--- src/rtl/hub75_fb_arbiter_if.sv ---
// Display/host/RAM bundle for the HUB75 framebuffer arbiter.
// Purely wiring; all timing is owned by the arbiter.
interface hub75_fb_arbiter_if #(
    parameter int aw_p      = 12,
    parameter int data_wd_p = 24
);
    logic                 i_rd_req;
    logic [aw_p-1:0]      i_rd_addr;
    logic                 o_rd_gnt;
    logic                 o_rd_valid;
    logic [data_wd_p-1:0] o_rd_data;
    logic                 i_wr_req;
    logic [aw_p-1:0]      i_wr_addr;
    logic [data_wd_p-1:0] i_wr_data;
    logic                 o_wr_gnt;
    logic                 i_swap_req;
    logic                 i_new_frame;
    logic                 o_swap_pending;
    logic                 o_swap_done;
    logic                 o_mem_en;
    logic                 o_mem_we;
    logic [aw_p:0]        o_mem_addr;
    logic [data_wd_p-1:0] o_mem_wdata;
    logic [data_wd_p-1:0] i_mem_rdata;

    modport master (
        output i_rd_req, i_rd_addr, i_wr_req, i_wr_addr, i_wr_data,
               i_swap_req, i_new_frame, i_mem_rdata,
        input  o_rd_gnt, o_rd_valid, o_rd_data, o_wr_gnt, o_swap_pending,
               o_swap_done, o_mem_en, o_mem_we, o_mem_addr, o_mem_wdata
    );

    modport slave (
        input  i_rd_req, i_rd_addr, i_wr_req, i_wr_addr, i_wr_data,
               i_swap_req, i_new_frame, i_mem_rdata,
        output o_rd_gnt, o_rd_valid, o_rd_data, o_wr_gnt, o_swap_pending,
               o_swap_done, o_mem_en, o_mem_we, o_mem_addr, o_mem_wdata
    );
endinterface

--- src/rtl/hub75_fb_arbiter.sv ---
// Double-buffered framebuffer arbiter: display reads front bank, host writes back bank, one shared single-port RAM.
// Latency: grants and RAM controls combinational; o_rd_valid/o_rd_data one cycle after o_rd_gnt; swap lands one cycle after i_new_frame.
// Backpressure: reads win, writes forced through after starve_max_p denials, writes blocked while a swap is pending. Optional HUB75_FB_ARB_STATS_EN adds o_conflict_cnt.
module hub75_fb_arbiter #(
    parameter int hpixel_p     = 64,
    parameter int vpixel_p     = 64,
    parameter int data_wd_p    = 24,
    parameter int starve_max_p = 8
) (
    input  logic              clk,
    input  logic              rst_n,
    hub75_fb_arbiter_if.slave bus
`ifdef HUB75_FB_ARB_STATS_EN
    ,
    output logic [15:0]       o_conflict_cnt
`endif
);
    localparam int aw = $clog2(hpixel_p*vpixel_p);
    localparam int sw = $clog2(starve_max_p+1);
    localparam logic [sw-1:0] starve_max_c = sw'(starve_max_p);

    typedef enum logic {ST_IDLE, ST_PENDING} swap_st_t;

    swap_st_t             state_q, state_d;
    logic                 front_bank_q, front_bank_d;
    logic                 swap_done_q, swap_done_d;
    logic [sw-1:0]        starve_cnt_q, starve_cnt_d;
    logic                 rd_valid_q, rd_valid_d;
    logic [data_wd_p-1:0] rd_data_q, rd_data_d;
    logic [aw:0]          mem_addr_q, mem_addr_d;
    logic [data_wd_p-1:0] mem_wdata_q, mem_wdata_d;
    logic                 wr_blocked, starved, rd_gnt, wr_gnt;

    always_comb begin
        wr_blocked = (state_q == ST_PENDING);
        starved    = (starve_cnt_q == starve_max_c) && bus.i_wr_req && !wr_blocked;
        rd_gnt     = rst_n && bus.i_rd_req && !starved;
        wr_gnt     = rst_n && bus.i_wr_req && !wr_blocked && (starved || !bus.i_rd_req);

        // Address/data are held between accesses so the RAM pins stay quiet.
        mem_addr_d  = mem_addr_q;
        mem_wdata_d = mem_wdata_q;
        if (rd_gnt) begin
            mem_addr_d = {front_bank_q, bus.i_rd_addr};
        end else if (wr_gnt) begin
            mem_addr_d  = {~front_bank_q, bus.i_wr_addr};
            mem_wdata_d = bus.i_wr_data;
        end

        starve_cnt_d = starve_cnt_q;
        if (!wr_blocked) begin
            if (!bus.i_wr_req || wr_gnt) begin
                starve_cnt_d = '0;
            end else if (starve_cnt_q != starve_max_c) begin
                starve_cnt_d = starve_cnt_q + sw'(1);
            end
        end

        rd_valid_d = rd_gnt;
        rd_data_d  = rd_valid_q ? bus.i_mem_rdata : rd_data_q;
    end

    always_comb begin
        state_d      = state_q;
        front_bank_d = front_bank_q;
        swap_done_d  = 1'b0;
        case (state_q)
            ST_IDLE: begin
                // A coincident frame boundary is deliberately not used to swap immediately.
                if (bus.i_swap_req) state_d = ST_PENDING;
            end
            ST_PENDING: begin
                if (bus.i_new_frame) begin
                    state_d      = ST_IDLE;
                    front_bank_d = ~front_bank_q;
                    swap_done_d  = 1'b1;
                end
            end
            default: state_d = ST_IDLE;
        endcase
    end

    always_ff @(posedge clk or negedge rst_n) begin
        if (!rst_n) begin
            state_q      <= ST_IDLE;
            front_bank_q <= 1'b0;
            swap_done_q  <= 1'b0;
            starve_cnt_q <= '0;
            rd_valid_q   <= 1'b0;
            rd_data_q    <= '0;
            mem_addr_q   <= '0;
            mem_wdata_q  <= '0;
        end else begin
            state_q      <= state_d;
            front_bank_q <= front_bank_d;
            swap_done_q  <= swap_done_d;
            starve_cnt_q <= starve_cnt_d;
            rd_valid_q   <= rd_valid_d;
            rd_data_q    <= rd_data_d;
            mem_addr_q   <= mem_addr_d;
            mem_wdata_q  <= mem_wdata_d;
        end
    end

    assign bus.o_rd_gnt       = rd_gnt;
    assign bus.o_wr_gnt       = wr_gnt;
    assign bus.o_rd_valid     = rd_valid_q;
    assign bus.o_rd_data      = rd_data_d;
    assign bus.o_mem_en       = rd_gnt || wr_gnt;
    assign bus.o_mem_we       = wr_gnt;
    assign bus.o_mem_addr     = mem_addr_d;
    assign bus.o_mem_wdata    = mem_wdata_d;
    assign bus.o_swap_pending = (state_q == ST_PENDING);
    assign bus.o_swap_done    = swap_done_q;

`ifdef HUB75_FB_ARB_STATS_EN
    logic [15:0] conflict_cnt_q, conflict_cnt_d;

    always_comb begin
        conflict_cnt_d = conflict_cnt_q;
        if (bus.i_rd_req && bus.i_wr_req && (conflict_cnt_q != 16'hFFFF)) begin
            conflict_cnt_d = conflict_cnt_q + 16'd1;
        end
    end

    always_ff @(posedge clk or negedge rst_n) begin
        if (!rst_n) conflict_cnt_q <= '0;
        else        conflict_cnt_q <= conflict_cnt_d;
    end

    assign o_conflict_cnt = conflict_cnt_q;
`endif
endmodule

--- src/flat_wrapper.sv ---
// flat-port wrapper written by rule: the top's interface ports become plain ports
module hub75_fb_arbiter_flat 
#(
    parameter int hpixel_p     = 64,
    parameter int vpixel_p     = 64,
    parameter int data_wd_p    = 24,
    parameter int starve_max_p = 8
)
  (clk, rst_n, bus_i_rd_req, bus_i_rd_addr, bus_i_wr_req, bus_i_wr_addr, bus_i_wr_data, bus_i_swap_req, bus_i_new_frame, bus_i_mem_rdata, bus_o_rd_gnt, bus_o_rd_valid, bus_o_rd_data, bus_o_wr_gnt, bus_o_swap_pending, bus_o_swap_done, bus_o_mem_en, bus_o_mem_we, bus_o_mem_addr, bus_o_mem_wdata);
  hub75_fb_arbiter_if #(.aw_p((12)), .data_wd_p(data_wd_p)) bus_i ();
  input  logic clk;
  input  logic rst_n;
  input wire logic [$bits(bus_i.i_rd_req)-1:0] bus_i_rd_req;
  input wire logic [$bits(bus_i.i_rd_addr)-1:0] bus_i_rd_addr;
  input wire logic [$bits(bus_i.i_wr_req)-1:0] bus_i_wr_req;
  input wire logic [$bits(bus_i.i_wr_addr)-1:0] bus_i_wr_addr;
  input wire logic [$bits(bus_i.i_wr_data)-1:0] bus_i_wr_data;
  input wire logic [$bits(bus_i.i_swap_req)-1:0] bus_i_swap_req;
  input wire logic [$bits(bus_i.i_new_frame)-1:0] bus_i_new_frame;
  input wire logic [$bits(bus_i.i_mem_rdata)-1:0] bus_i_mem_rdata;
  output wire logic [$bits(bus_i.o_rd_gnt)-1:0] bus_o_rd_gnt;
  output wire logic [$bits(bus_i.o_rd_valid)-1:0] bus_o_rd_valid;
  output wire logic [$bits(bus_i.o_rd_data)-1:0] bus_o_rd_data;
  output wire logic [$bits(bus_i.o_wr_gnt)-1:0] bus_o_wr_gnt;
  output wire logic [$bits(bus_i.o_swap_pending)-1:0] bus_o_swap_pending;
  output wire logic [$bits(bus_i.o_swap_done)-1:0] bus_o_swap_done;
  output wire logic [$bits(bus_i.o_mem_en)-1:0] bus_o_mem_en;
  output wire logic [$bits(bus_i.o_mem_we)-1:0] bus_o_mem_we;
  output wire logic [$bits(bus_i.o_mem_addr)-1:0] bus_o_mem_addr;
  output wire logic [$bits(bus_i.o_mem_wdata)-1:0] bus_o_mem_wdata;
  assign bus_i.i_rd_req = bus_i_rd_req;
  assign bus_i.i_rd_addr = bus_i_rd_addr;
  assign bus_i.i_wr_req = bus_i_wr_req;
  assign bus_i.i_wr_addr = bus_i_wr_addr;
  assign bus_i.i_wr_data = bus_i_wr_data;
  assign bus_i.i_swap_req = bus_i_swap_req;
  assign bus_i.i_new_frame = bus_i_new_frame;
  assign bus_i.i_mem_rdata = bus_i_mem_rdata;
  assign bus_o_rd_gnt = bus_i.o_rd_gnt;
  assign bus_o_rd_valid = bus_i.o_rd_valid;
  assign bus_o_rd_data = bus_i.o_rd_data;
  assign bus_o_wr_gnt = bus_i.o_wr_gnt;
  assign bus_o_swap_pending = bus_i.o_swap_pending;
  assign bus_o_swap_done = bus_i.o_swap_done;
  assign bus_o_mem_en = bus_i.o_mem_en;
  assign bus_o_mem_we = bus_i.o_mem_we;
  assign bus_o_mem_addr = bus_i.o_mem_addr;
  assign bus_o_mem_wdata = bus_i.o_mem_wdata;
  hub75_fb_arbiter #(.hpixel_p(hpixel_p), .vpixel_p(vpixel_p), .data_wd_p(data_wd_p), .starve_max_p(starve_max_p)) u_core (.clk(clk), .rst_n(rst_n), .bus(bus_i));
endmodule
--- config.mk ---
export PLATFORM = sky130hd
export DESIGN_NAME = hub75_fb_arbiter_flat
export DESIGN_NICKNAME = d
export VERILOG_FILES = /design/src/rtl/hub75_fb_arbiter_if.sv /design/src/rtl/hub75_fb_arbiter.sv /design/src/flat_wrapper.sv
export SDC_FILE = /design/constraint.sdc
export NUM_CORES = 1
export LEC_CHECK = 0
export ABC_AREA = 1
export CORE_ASPECT_RATIO = 1.1
export CORE_MARGIN = 2
export CORE_UTILIZATION = 36
export CTS_CLUSTER_DIAMETER = 30
export DETAILED_ROUTE_END_ITERATION = 10
export GPL_TIMING_DRIVEN = 0
export PLACE_DENSITY = 0.77
export SYNTH_ARGS = -nofsm -noshare
export SYNTH_HDL_FRONTEND = slang
export SYNTH_SLANG_ARGS = --single-unit
--- constraint.sdc ---
create_clock -name clk -period 1.71 [get_ports clk]
set_input_delay 0.342 -clock clk [delete_from_list [all_inputs] [get_ports clk]]
set_output_delay 0.342 -clock clk [all_outputs]
set_load 0.03 [all_outputs]
After elaboration in Yosys (flattened, before gate mapping)
Index checks and enable logic that the tools add are counted.
{"block": "op_classes", "reduce_logical": 17, "bitwise_logic": 2, "add_sub_neg": 1, "muxes": 12, "eq_ne": 2}
{"op": "24-bit two-way mux", "count": 3}
{"op": "13-bit two-way mux", "count": 2}
{"op": "4-bit two-way mux", "count": 2}
{"op": "1-bit logical AND", "count": 7}
{"op": "4-bit by 1-bit adder with 4-bit output, second input constant", "count": 1}
{"op": "4-bit equality test, second input constant", "count": 1}
{"op": "1-bit logical NOT", "count": 4}
{"op": "1-bit two-way mux", "count": 4}
{"op": "4-bit != test, second input constant", "count": 1}
{"op": "2-bit AND reduction", "count": 2}
{"op": "1-bit logical OR", "count": 3}
{"op": "1-bit inverter", "count": 2}
{"op": "1-bit one-hot mux with 2 select lines", "count": 1}
{"op": "2-bit nonzero test", "count": 1}
{"block": "word_totals", "output_inout_bits": 68, "in_bits": 78, "reg_bits": 69, "wordCells": 42}

Longest topological paths before layout
Gate-level depths: netlist of the first run.
{"block": "logic_depth", "word_depth": 8, "ltp_mapped": 11, "depth_no_buf": 11}

Worst setup path before layout of the first run
Ideal clock, no wire load.
{"block": "synth_timing", "path_type": "register -> output", "startpoint": "register u_core.starve_cnt_q[0]", "endpoint": "output bus_o_mem_addr[12]", "path_buffers": 1, "slack_ns": -0.361, "required_time_ns": 1.368, "stages_incl_launch_ff": 10, "t_arrival_ns": 1.729, "cell_sequence": "dfrtp_1 > inv_1 > ha_1 > nand2_1 > nor2_2 > nand2_1 > nand2_2 > nand2_4 > buf_2 > o211ai_1"}
{"block": "synth_via", "elab_chain_len": 7, "word_cells_on_any_way": 9, "cone_classes": "eq/ne (1); mux (2); reduce/logical (6)"}
{"item": "start: declaration", "line": "hub75_fb_arbiter.sv:27", "text": "logic [sw-1:0] starve_cnt_q, starve_cnt_d;"}
{"item": "start signal: assignment", "line": "hub75_fb_arbiter.sv:97", "text": "starve_cnt_q <= starve_cnt_d;"}
{"item": "4-bit equality test (*)", "line": "hub75_fb_arbiter.sv:36", "text": "starved = (starve_cnt_q == starve_max_c) && bus.i_wr_req && !wr_blocked;"}
{"item": "1-bit logical AND (*) (2 in series)", "line": "hub75_fb_arbiter.sv:36"}
{"item": "1-bit logical OR", "line": "hub75_fb_arbiter.sv:38", "text": "wr_gnt = rst_n && bus.i_wr_req && !wr_blocked && (starved || !bus.i_rd_req);"}
{"item": "1-bit logical AND", "line": "hub75_fb_arbiter.sv:38"}
{"item": "13-bit two-way mux", "line": "hub75_fb_arbiter.sv:45", "text": "end else if (wr_gnt) begin"}
{"item": "13-bit two-way mux (*)", "line": "hub75_fb_arbiter.sv:43", "text": "if (rd_gnt) begin"}
{"item": "end: declaration", "line": "flat_wrapper.sv:29", "text": "output wire logic [$bits(bus_i.o_mem_addr)-1:0] bus_o_mem_addr;"}
Mark *: on every way between the ends. The rest lies on a longest branch, timed or not.

Worst setup path after layout of the first run
{"block": "layout_timing", "startpoint": "register u_core.starve_cnt_q[1]", "endpoint": "output bus_o_mem_addr[12]"}
Same word-level chain as after synthesis.

==> results of run 1 <==
## worst max path at each step
| stage | startpoint | endpoint | slack [ns] | depth (start not counted) |
|---|---|---|---|---|
| after floorplan | u_core.starve_cnt_q[0]$_DFFE_PN0P_ | bus_o_mem_addr[12] | -0.32 | 9 |
| after global placement | rst_n | bus_o_mem_addr[9] | -3.84 | 7 |
| after detailed placement | rst_n | bus_o_mem_addr[9] | -1.40 | 9 |
| after CTS | u_core.starve_cnt_q[0]$_DFFE_PN0P_ | bus_o_mem_wdata[8] | -0.61 | 12 |
| after global routing | u_core.starve_cnt_q[1]$_DFFE_PN0P_ | bus_o_mem_addr[12] | -0.75 | 10 |
| final | u_core.starve_cnt_q[1]$_DFFE_PN0P_ | bus_o_mem_addr[12] | -0.67 | 10 |
## stage by stage
step	power (mW)	util (%)	std cells
6_report	6.21	77.6	568
3_3_place_gp	4.31	64.2	522
4_1_cts	6.07	74.1	557
3_5_place_dp	4.37	64.2	522
2_1_floorplan	3.41	-	272
5_1_grt	6.50	77.6	568
## cell families (layout without fill, tap and decap cells)
kind of cell               count (synthesis)  count (layout)  synth area share [%]
muxes                                     24              24                  9.63
buffers and inverters                     22             213                  4.32
xor gates and xnor gates                   3               3                 0.936
and+or+nand+nor                          150             150                  22.3
AOI/OAI and AO/OA                          2               2                 0.446
DFF                                       69              69                  61.5
adders and majority gates                  2               2                 0.891
## power by group through the flow
stage               logic [mW]  registers [mW]  clock network (mW)
floorplan                 1.32            2.09                   0
global placement          2.22            2.10                   0
detailed placement        2.25            2.11                   0
CTS                       2.59            2.09                1.38
global route              2.90            2.14                1.46
finish                    2.74            2.11                1.35
## what timing repair did
item,4_1_cts,5_1_grt
gates resized for setup,533,48
cloned,3,1
setup buffers,18,13
pin swaps,4,4
setup endpoints to repair,101,71
hold endpoints to repair,69,69
## flip-flops by register name (all words and copies together), names as in the netlist
signal,flops
u_core.front_bank_q,1
u_core.bus.o_rd_valid,1
u_core.bus.o_swap_done,1
u_core.starve_cnt_q,4
u_core.mem_wdata_q,24
u_core.mem_addr_q,13
u_core.rd_data_q,24
u_core.bus.o_swap_pending,1
## cells in the final DEF, fill, tap and decap left out, types with 4 or more instances in the layout
cell type and instances:
buf_12 8, buf_4 25, buf_6 67, buf_8 6, clkbuf_8 12, clkdlybuf4s50_1 77
dfrtp_1 68, inv_1 5, mux2_4 24, nand2_1 48, nand2_2 26, nand2_4 37
nand3_1 8, nand3_2 7, nand3_4 13, nand4_1 4
## worst max-delay path: stages, from the launching register on
cell	delay (ns)
dfrtp_1	0.40
inv_2	0.08
ha_4	0.14
nand2_4	0.05
nor2_4	0.11
nand2_4	0.08
nand2_4	0.09
nand2_8	0.10
buf_12	0.17
o211ai_1	0.24
buf_4	0.22
## metal layers
metal	global-route usage [%]	up-vias
met2	37.3	114
met3	5.46	13
met4	6.64	0
met1	24.8	1333
met5	0	-
li1	-	1250
## final cells by class
cell class | count | area, um2 | area share [%]
Inverter | 9 | 51.3 | 0.879
Clock inverter | 1 | 30.0 | 0.515
Tap cell | 105 | 131 | 2.25
Sequential cell | 69 | 1730 | 29.6
Timing Repair Buffer | 179 | 1910 | 32.7
Clock buffer | 13 | 169 | 2.90
Multi-Input combinational cell | 181 | 1630 | 27.9
Buffer | 11 | 184 | 3.15
==> run metrics, run 1 <==
TritonRoute pass-1 iters 4; FF-to-FF Start u_core.starve_cnt_q[1]$_DFFE_PN0P_; Initial Utilization approximately 37%; Switching Power 2.14 mW; synthesized area 0.00281 mm2; critical-path maximum fanout 10; Reg2Reg Depth 10; Fillers around 480; worst hold slack -0.102 ns; TritonCTS buffer count 9; row count 33; Worst EP arrival 2.04 ns; clock sink count about 70; yosys warns 0; Yosys cell types 21; failing checks negative hold slack, negative setup slack; Max-Cap Viols 0; hpwl dp about 5700 um; average cell area after synthesis about 10 um2; antenna violations before repair 0; Async S/R FF share, synth 100%; Routed WL 9130 um; Hold Crit Class in -> async; wire length on met1 roughly 3600 um; die area approximately 0.0085 mm2; via-per-instance ratio about 4.8; pre-CTS WS -1.40 ns; top cell type's share of synthesized area between 60% and 70%; nets between 500 and 600; global-route wire length before repair 14000 um; DR top layer met4; Worst-Skew Late Latency ~0.34 ns; setup_tns -25.19 ns; GRT Residual Overflow 0; Ports around 150; Root Buffer clkbuf_8; sequential area share after synthesis between 60% and 70%; Cell Area, Placed 0.00482 mm2; dominant cell type by area after synthesis dfrtp_1; H-tree levels 3; Power Internal roughly 4.1 mW; most common cell in the netlist nand2_1; Seq pwr share between 30% and 40%; Slew Limit Headroom 73.5%; Die X-Extent 88.2 um; number of synthesized flops with an enable pin 0; Starting DRT DRC Count about 80; critical path type reg -> out; Worst Tran Pin Value 0.398 ns; minimum clock period 2.38 ns; fin worst setup slack -0.675 ns; post-route cell area 0.00583 mm2; Post-Syn Instances about 270; Critical Path End Type primary output; Port Buffers between 100 and 150; skew final about 0.0070 ns; Clock transition at path regs 0.07 ns; metal3 WL ~610 um; detailed-route via count 2710; vias in the first global route 2844; flop-to-flop setup slack 0 ns; Final period util 139%; Max clock buf depth 2; layout cell share with drive strength beyond 1 52.3%; Core ar. between 0.007 and 0.008 mm2; routability cong. roughly 0.9; Comb power frac between 40 and 50%; #FFs+latches synth 69; CP Data Required Time between 1 and 1.5 ns; Critical R2R Capture u_core.starve_cnt_q[2]$_DFFE_PN0P_; status finished with violations; sw frac 34.5%; Residual DRC 0; Max Transition Viols Final 0; syn nets between 300 and 400; post-route ant nets 0; Pleak around 2.9 nW; TritonCTS clock tree built; Clock Power Share 21.8%; Die Ht ~97 um; Antenna Cells 0; synthesis-to-finish area growth 108%; pin count of the biggest net entering global routing 72; crit start category flop; fmax between 0.4 and 0.5 GHz; Area contributors post-synth dfrtp_1, nand2_1, mux2_2, nand3_1, buf_4; Total Routing Usage GR a little over a fifth; metal2 WL 4840 um; PwrDens between 1000 and 1500 mW/mm2; average routed wire per standard cell about 16 um; RSZ-0062 raised after global routing true; Synth top cells by count nand2_1, dfrtp_1, nand3_1; Peak VDD IR 0.000594 V; # setup viols final between 60 and 70; top_reg_cell synth dfrtp_1; count of endpoints failing hold in the final timing report 69
No activity file was read; power rests on OpenSTA's default activity.
==> run 2, diff against run 1 <==
GPL_TIMING_DRIVEN = not set   (was 0)
==> run 2 against run 1 <==
The run ends with negative setup slack left. Critical path depth up 2. Non-clock buffer count grew 10. Die area did not move. Clock power grew 10%. Via count grew 0.66%. Hold slack improved by 0.31 ns. Largest power group unchanged.
==> run metrics, run 2 (synthesis results as in run 1) <==
most used cell, CP nand2_4; GRT Residual Overflow 0 (unchanged); Root Buffer clkbuf_8; setup_tns -23.91 ns (+1.28 ns); most frequent cells in the layout clkdlybuf4s50_1, buf_6, dfrtp_1, nand2_1, nand2_4; vias in the first global route 2863 (+0.67%); status finished with violations; post-route cell area 0.00588 mm2 (+0.75%); Cell Area, Placed 0.00483 mm2 (+0.10%); Max-Cap Viols 0 (unchanged); antenna violations before repair 0 (unchanged); TritonCTS clock tree built; Die Ht 96.6 um (unchanged); fmax 0.439 GHz (+4.8%); H-tree levels 3 (unchanged); synthesis-to-finish area growth 109%; Critical R2R Capture u_core.mem_wdata_q[11]$_DFF_PN0_; Reg2Reg Depth 13 (+3); Total Routing Usage GR 21.0% (-0.24 points); row count 33 (unchanged); Die X-Extent 88.2 um (unchanged); Core ar. 0.00751 mm2 (unchanged); Worst path slowest cell dfrtp_1; minimum clock period 2.28 ns (-0.108 ns); Worst EP arrival 1.93 ns (-0.11 ns); Slew Limit Headroom 51.5% (-22 points); Final period util 133% (-6.3 points); clock sink count 69 (unchanged); Max Transition Viols Final 0 (unchanged); die area 0.00852 mm2 (unchanged); Ports 146 (unchanged); most common cell after layout, fill and taps aside clkdlybuf4s50_1; post-route ant nets 0 (unchanged); skew final 0.00863 ns (+0.00166 ns); TritonRoute pass-1 iters 4 (unchanged); average routed wire per standard cell 16.1 um (+0.39%); hpwl dp 6050 um (+5.9%); Worst Tran Pin Value 0.728 ns (+0.330 ns); RSZ-0062 raised after global routing true; CP Data Required Time 1.37 ns (about the same); via-per-instance ratio 4.70 (-1.4%); # setup viols final 66 (unchanged); global-route wire length before repair 13700 um (-2.1%); Peak VDD IR 0.000666 V (+12%); routability cong. 0.749 (-18%); Residual DRC 0 (unchanged); Hold Crit Class in -> async; Antenna Cells 0 (unchanged); dpl cells 542 (+3.8%); max incr delay on CP 0.40 ns (about the same); detailed-route via count 2728 (+0.66%); Starting DRT DRC Count 62 (-24%); Initial Utilization 37.4% (unchanged); layout cell share with drive strength beyond 1 53.1% (+0.78 points); Critical Path End Type primary output; TritonCTS buffer count 9 (unchanged); failing checks negative setup slack; fin worst setup slack -0.566 ns (+0.108 ns); final std cells w/o fill 580 (+2.1%); crit start category flop; flop-to-flop setup slack -0.01 ns (about the same); Clock transition at path regs 0.08 ns (about the same); PwrDens 1090 mW/mm2 (+2.2%); count of endpoints failing hold in the final timing report 0 (-100%); critical path type reg -> out; critical-path maximum fanout 8 (-2); pin count of the biggest net entering global routing 59 (-18%); Pleak 2.94 nW (+3.0%); Tot Pwr 6.39 mW (+3.0%); worst path cell trace inv_2 -> ha_4 -> nand2_4 -> nor2_4 -> nand2_4 -> nand2_4 -> nand2_8 -> clkinv_8 -> clkbuf_16 -> nand2_2 -> nand2_2 -> buf_6; Port Buffers 145 (unchanged); Routed WL 9360 um (+2.5%); Max clock buf depth 2 (unchanged); Worst-Skew Late Latency 0.35 ns (about the same); FF-to-FF Start u_core.starve_cnt_q[1]$_DFFE_PN0P_; nets 550 (+1.9%); largest registers u_core.mem_wdata_q (24), u_core.rd_data_q (24), u_core.mem_addr_q (13)
-- run 2: worst max-delay path by stage --
stage	start	to	slack, ns	cells after the start
6_report	u_core.starve_cnt_q[1]$_DFFE_PN0P_	bus_o_mem_wdata[11]	-0.57	12
5_1_grt	u_core.starve_cnt_q[1]$_DFFE_PN0P_	bus_o_mem_addr[12]	-0.68	10
4_1_cts	u_core.starve_cnt_q[1]$_DFFE_PN0P_	bus_o_mem_addr[8]	-0.60	11
3_5_place_dp	bus_i_wr_req	bus_o_mem_addr[2]	-0.60	9
3_3_place_gp	bus_i_wr_req	bus_o_mem_addr[0]	-0.55	9
2_1_floorplan	u_core.starve_cnt_q[0]$_DFFE_PN0P_	bus_o_mem_addr[12]	-0.32	9
-- run 2: metal layers --
| layer | share of wire [%] | up-vias | track usage (%) |
|---|---|---|---|
| li1 | - | 1265 | - |
| met1 | 36 | 1341 | 23.8 |
| met2 | 55 | 101 | 36.4 |
| met3 | 6.3 | 21 | 5.03 |
| met4 | 2.8 | 0 | 9.67 |
| met5 | 0 | - | 0 |
-- run 2: repair_timing --
action,CTS,global route
gates resized for setup,80,85
hold buffers,1,0
cloned,1,4
pin swaps,2,10
endpoints found under the hold margin,11,0
setup buffers,5,14
endpoints found under the setup margin,67,73
-- run 2: cell type report --
type / count / area, um2
inverters: 9 / 53.8
flip-flops and latches: 69 / 1730
multi-input cells: 181 / 1640
clock inverters: 6 / 86.3
well taps: 105 / 131
clock buffers: 10 / 138
repair buffers: 200 / 2100
fillers: 499 / 1640
-- run 2: through the flow --
| stage | worst slack [ns] | utilization [%] | hold slack (ns) |
|---|---|---|---|
| global route | -0.677 | 78.2 | 0.265 |
| floorplan | -0.323 | - | 0.0464 |
| detailed placement | -0.601 | 64.2 | 0.328 |
| finish | -0.566 | 78.2 | 0.204 |
| CTS | -0.601 | 71.9 | 0.211 |
| global placement | -0.546 | 64.2 | 0.317 |
-- run 2: report_power, final --
| group | switching, mW | internal, mW | leakage, nW |
|---|---|---|---|
| clock | 0.633 | 0.858 | 0.112 |
| combinational | 1.45 | 1.36 | 1.98 |
| sequential | 0.123 | 1.96 | 0.844 |
-- run 2: critical path, delay by kind of cell, from the launching register on --
family	cells	cell delay [ns]
AND/OR/NAND/NOR	7	0.56
buffers and inverters	4	0.49
flip-flops	1	0.40
adder cells (fa/ha/maj)	1	0.14
